### src/rtl/pps_phase_ctrl.sv
// pps_phase_ctrl: GPS/local 1PPS phase detector driving an oscillator tuning duty.
// Ports:
//   CLK_SYS, CLK_RST         system clock, asynchronous active-low reset
//   _1PPS_GPS, _1PPS_Local   asynchronous pulse inputs
//   Uart_Busy/En/Data        status byte handshake (0 deadband, 1 GPS leads, 2 local leads, 9 timeout)
//   PWM_Duty                 tuning duty, clamped to [DUTY_MIN, DUTY_MAX]
//   Phase_Err, Meas_Valid    signed last phase (positive: GPS leads) and its update strobe
//   LED_Lock                 LOCK_N consecutive in-deadband measurements
module pps_phase_ctrl #(
  parameter int CNT_W       = 32,
  parameter int TIMEOUT_CYC = 50000000,
  parameter int DEADBAND    = 5,
  parameter int DUTY_W      = 32,
  parameter int DUTY_INIT   = 33800,
  parameter int DUTY_STEP   = 100,
  parameter int DUTY_MIN    = 30000,
  parameter int DUTY_MAX    = 36000,
  parameter int LOCK_N      = 8
) (
  input  logic              CLK_SYS,
  input  logic              CLK_RST,
  input  logic              _1PPS_GPS,
  input  logic              _1PPS_Local,
  input  logic              Uart_Busy,
  output logic              Uart_En,
  output logic [7:0]        Uart_Data,
  output logic [DUTY_W-1:0] PWM_Duty,
  output logic [CNT_W-1:0]  Phase_Err,
  output logic              Meas_Valid,
  output logic              LED_Lock
);
  localparam int LW = $clog2(LOCK_N + 1);
  localparam logic [CNT_W-1:0] TO = CNT_W'(TIMEOUT_CYC);
  localparam logic signed [CNT_W-1:0] DB = CNT_W'(DEADBAND);
  localparam logic [DUTY_W-1:0] DI = DUTY_W'(DUTY_INIT);
  localparam logic [DUTY_W:0] ST = (DUTY_W + 1)'(DUTY_STEP);
  localparam logic [DUTY_W:0] MN = (DUTY_W + 1)'(DUTY_MIN);
  localparam logic [DUTY_W:0] MX = (DUTY_W + 1)'(DUTY_MAX);
  localparam logic [LW-1:0] LN = LW'(LOCK_N);

  typedef enum logic [2:0] {IDLE, CNT_GPS, CNT_LOC, DONE, TOUT} state_t;

  state_t state_q, state_d;
  logic [2:0] gsync_q, gsync_d, lsync_q, lsync_d;
  logic ge_q, ge_d, le_q, le_d;
  logic [CNT_W-1:0] cnt_q, cnt_d, err_q, err_d;
  logic [DUTY_W-1:0] duty_q, duty_d;
  logic [LW-1:0] lock_q, lock_d;
  logic pend_q, pend_d, en_q, en_d;
  logic [7:0] byte_q, byte_d, data_q, data_d;
  logic signed [CNT_W-1:0] se;
  logic pos, neg;
  logic [DUTY_W:0] up, dn, nxt, clamped;

  assign se = err_q;
  assign pos = se > DB;
  assign neg = se < -DB;
  // One bit wider so the step can never wrap before clamping.
  assign up = {1'b0, duty_q} + ST;
  assign dn = ({1'b0, duty_q} < ST) ? '0 : {1'b0, duty_q} - ST;
  assign nxt = pos ? up : neg ? dn : {1'b0, duty_q};
  assign clamped = (nxt > MX) ? MX : (nxt < MN) ? MN : nxt;

  always_comb begin
    gsync_d = {gsync_q[1:0], _1PPS_GPS};
    lsync_d = {lsync_q[1:0], _1PPS_Local};
    ge_d = gsync_q[1] & ~gsync_q[2];
    le_d = lsync_q[1] & ~lsync_q[2];
    state_d = state_q;
    cnt_d = cnt_q;
    err_d = err_q;
    duty_d = duty_q;
    lock_d = lock_q;
    pend_d = pend_q;
    byte_d = byte_q;
    data_d = data_q;
    en_d = 1'b0;
    if (pend_q && !Uart_Busy) begin
      en_d = 1'b1;
      data_d = byte_q;
      pend_d = 1'b0;
    end
    case (state_q)
      IDLE: begin
        if (ge_q && le_q) begin
          state_d = DONE;
          err_d = '0;
        end else if (ge_q) begin
          state_d = CNT_GPS;
          cnt_d = 1;
        end else if (le_q) begin
          state_d = CNT_LOC;
          cnt_d = 1;
        end
      end
      CNT_GPS, CNT_LOC: begin
        if (state_q == CNT_GPS ? le_q : ge_q) begin
          state_d = DONE;
          err_d = (state_q == CNT_GPS) ? cnt_q : -cnt_q;
        end else if (cnt_q == TO) state_d = TOUT;
        else cnt_d = cnt_q + 1'b1;
      end
      DONE: begin
        state_d = IDLE;
        cnt_d = '0;
        duty_d = clamped[DUTY_W-1:0];
        lock_d = (pos || neg) ? '0 : (lock_q == LN) ? lock_q : lock_q + 1'b1;
        pend_d = 1'b1;
        byte_d = pos ? 8'd1 : neg ? 8'd2 : 8'd0;
      end
      TOUT: begin
        state_d = IDLE;
        cnt_d = '0;
        duty_d = DI;
        lock_d = '0;
        pend_d = 1'b1;
        byte_d = 8'd9;
      end
      default: state_d = IDLE;
    endcase
  end

  always_ff @(posedge CLK_SYS or negedge CLK_RST) begin
    if (!CLK_RST) begin
      state_q <= IDLE;
      gsync_q <= '0;
      lsync_q <= '0;
      ge_q <= 1'b0;
      le_q <= 1'b0;
      cnt_q <= '0;
      err_q <= '0;
      duty_q <= DI;
      lock_q <= '0;
      pend_q <= 1'b0;
      byte_q <= '0;
      data_q <= '0;
      en_q <= 1'b0;
    end else begin
      state_q <= state_d;
      gsync_q <= gsync_d;
      lsync_q <= lsync_d;
      ge_q <= ge_d;
      le_q <= le_d;
      cnt_q <= cnt_d;
      err_q <= err_d;
      duty_q <= duty_d;
      lock_q <= lock_d;
      pend_q <= pend_d;
      byte_q <= byte_d;
      data_q <= data_d;
      en_q <= en_d;
    end
  end

  assign Uart_En = en_q;
  assign Uart_Data = data_q;
  assign PWM_Duty = duty_q;
  assign Phase_Err = err_q;
  assign Meas_Valid = (state_q == DONE);
  assign LED_Lock = (lock_q == LN);
endmodule

### config.mk
export PLATFORM = sky130hd
export DESIGN_NAME = pps_phase_ctrl
export DESIGN_NICKNAME = d
export VERILOG_FILES = /design/src/rtl/pps_phase_ctrl.sv
export SDC_FILE = /design/constraint.sdc
export NUM_CORES = 1
export LEC_CHECK = 0
export CORE_UTILIZATION = 52
export DETAILED_ROUTE_END_ITERATION = 16
export GPL_ROUTABILITY_DRIVEN = 0
export PLACE_DENSITY = 0.77
export SETUP_SLACK_MARGIN = 0.05
export SYNTH_ARGS = -nofsm -noshare
export SYNTH_HDL_FRONTEND = slang
export SYNTH_SLANG_ARGS = --single-unit
### constraint.sdc
create_clock -name CLK_SYS -period 3.69 [get_ports CLK_SYS]
set_clock_uncertainty 0.15 [all_clocks]
set_input_delay 0.5535 -clock CLK_SYS [delete_from_list [all_inputs] [get_ports CLK_SYS]]
set_output_delay 0.5535 -clock CLK_SYS [all_outputs]
set_load 0.02 [all_outputs]
==> impl_metrics.toml <==
[status]
status = "completed"

[timing]
holdWs_ns = 0.1371
fin_crit_ns = 3.601
layout_setup_ws_ns = 0.08921
hold_viol = 0
setup_viol = 0
fin_crit_sh = 0.9758
slew_headroom = 0.3028
fmax_ghz = 0.2777
tightest_slew_ns = 1.046
finalMaxSlewViolations = 0

[cts]
cts_tree = "done"
cts-htree-levels = 4
clk_latency_ns = 0.43
ctsRootBufferMaster = "clkbuf_16"
clk_pin_slew_ns = 0.06
clock-sinks = 119
cts_max_path_buffers = 2
cts_buffers = 17
ctsHoldBuffers = 0

[yosys]
async_reset_ff_frac = 1.000
synth_warnings = 0
ys_ff_latch = 119
synth_edf_count = 0
synth.distinct_cells = 86
synth_ff_type = "dfrtp_1"
synth.area.top_cells = "dfrtp_1 39%, xor2_1 5.2%, nand2_1 4.3%, nor2_1 4.2%, a22o_1 3.8%"
syn-cell-area_um2 = 7407
avgSynthCellArea_um2 = 8.766
synth_area_leader_cell = "dfrtp_1"
ys_seq_area_frac = 0.4025
synth_most_common_cell = "dfrtp_1"
synthCells = 845
yosys-top-cells-count = "116 x dfrtp_1, 85 x nand2_1, 83 x nor2_1, 51 x clkbuf_1, 44 x xor2_1"
yosysTopAreaCellShare = 0.3919

[final_layout]
seqCellArea_um2 = 2985
stdcell_area_um2 = 9854
drive_gt1_frac = 0.2034
antenna_cells = 0
fillers = 1045
nets = 1011
multi_input_area_um2 = 4298
synthToLayoutAreaGrowth_pct = 33.04

[route]
ant_nets = 0
drt-total-wl_um = 21960
via_per_inst = 6.205
firstDrtPassIters = 5
vias = 7402
drcViolationCount = 0
wire_per_inst_um = 18.40
initialDrtViolationCount = 634

[floorplanning]
die-height_um = 121.4
fp.coreArea_um2 = 13880
num_rows = 43
die-width_um = 121.4
initial_utilization = 0.5336
io-pin-count = 80
dieArea_um2 = 14730

[power]
ir_drop_mv = 0.3525
p_per_area_nw_per_um2 = 744.5
p_leak_uw = 0.004336

[global_routing]
overflow = 0
grt_pass1_vias = 6997
antenna_found_initial = 0
grt_start_max_net_pins = 81
track_usage = 0.3088
grt_pass1_wl_um = 35250

[setup_path]
arrival_ns = 3.80
cp-startpoint = "PWM_Duty[3]"
r2r_cells = 13
rr_endpoint = "PWM_Duty[2]"
critPathMaxFanout = 7
cp-start-kind = "register"
crit_type = "register to register"
r2r_setup_slack_ns = 0.09
r2r_start = "PWM_Duty[3]"
end_kind = "register"
required_ns = 3.89

[place]
pre_cts_ws_ns = -0.04592
hpwl_um = 15320
portBuffers = 74
placed_area_um2 = 8975

[hold_path]
hp-class = "input pin to asynchronous set/reset pin"

[run]
cap_violations = 0
==> metrics by stage <==
| step | std cells | utilization | TNS, ns | power (uW) |
|---|---|---|---|---|
| floorplan | 849 | - | 0 | 3993 |
| global placement | 1147 | 0.6466 | 0 | 5312 |
| detailed placement | 1147 | 0.6466 | -0.07760 | 5377 |
| CTS | 1179 | 0.6906 | 0 | 7076 |
| global route | 1193 | 0.7099 | -0.07271 | 7715 |
| finish | 1193 | 0.7099 | 0 | 7337 |
==> report_power, final <==
group	total [uW]	internal, uW	switching (uW)
clock	1660	1000	656
combinational	3830	1720	2110
sequential	1850	1560	287
total	7340	4290	3050
==> worst max-delay path, cell delays in order, from the launching register on <==
cell       delay (ns)
dfstp_2          0.38
buf_4            0.16
nor3_2           0.23
o21ai_2          0.12
buf_4            0.17
a2111oi_1        0.50
xor2_1           0.16
o311ai_1         0.28
o31a_1           0.19
o211a_1          0.13
nand4_1          0.20
or4_4            0.61
a21o_1           0.19
o21ai_2          0.05
==> worst max path at each step <==
stage	endpoint	cells past startpoint	slack [ns]
after floorplan	PWM_Duty[2]	14	0.05
after global placement	PWM_Duty[2]	11	0.001
after detailed placement	PWM_Duty[2]	11	-0.05
after CTS	PWM_Duty[7]	13	0.06
after global routing	PWM_Duty[2]	13	-0.05
final	PWM_Duty[2]	13	0.09
==> state kept, by name, summed over array words and instances, names as in the netlist, 3 cells and up <==
register   flops
state_q        3
PWM_Duty      32
gsync_q        3
cnt_q         32
Uart_Data      3
Phase_Err     32
lock_q         4
lsync_q        3
byte_q         3
==> cell families after synthesis <==
family	synth area share
xor+xnor	0.08395
flops	0.4025
compound gates	0.1840
mux	0.01115
fa+ha+maj	0.01013
buf+inv	0.04645
other cells	0.0005063
simple gates	0.2613
==> routing by layer <==
| layer | track usage | vias up | routed length, um |
|---|---|---|---|
| met5 | 0 | - | 0 |
| li1 | - | 3407 | - |
| met4 | 0.1512 | 0 | 608 |
| met3 | 0.06908 | 64 | 1491 |
| met2 | 0.4936 | 325 | 10860 |
| met1 | 0.3938 | 3606 | 9000 |
==> cell usage in the layout (no fill, tap or decap), drive strengths merged, types with 7 or more instances in the layout <==
master / synthesis / layout
buf: 11 / 122
o22ai: 7 / 7
xnor2: 27 / 27
and3: 25 / 25
nor4: 23 / 23
nand2: 85 / 85
nor2: 84 / 84
nand2b: 12 / 12
a22o: 32 / 32
xor2: 44 / 44
and4: 7 / 7
nand4: 25 / 25
o21ai: 43 / 43
inv: 19 / 24
nor3: 25 / 25
dfrtp: 116 / 116
clkbuf: 52 / 17
or3: 17 / 17
a21oi: 23 / 23
clkdlybuf4s50: 0 / 73
nand3: 37 / 37
==> cell type report <==
type                    count  share of cell area
well taps                 180             0.02285
repair buffers            195              0.1704
flip-flops and latches    119              0.3029
inverters                  20            0.007618
clock buffers              17             0.04317
clock inverters            15             0.01689
multi-input cells         647              0.4361
==> timing repair <==
action | in CTS | in global routing
setup endpoints to repair | 12 | 18
gates resized for setup | 4 | 32
gates cloned | 0 | 0
hold endpoints to repair | 0 | 0
buffers inserted | 0 | 14
pin swaps | 0 | 17
Note: power is estimated with default switching activity, not from simulation.
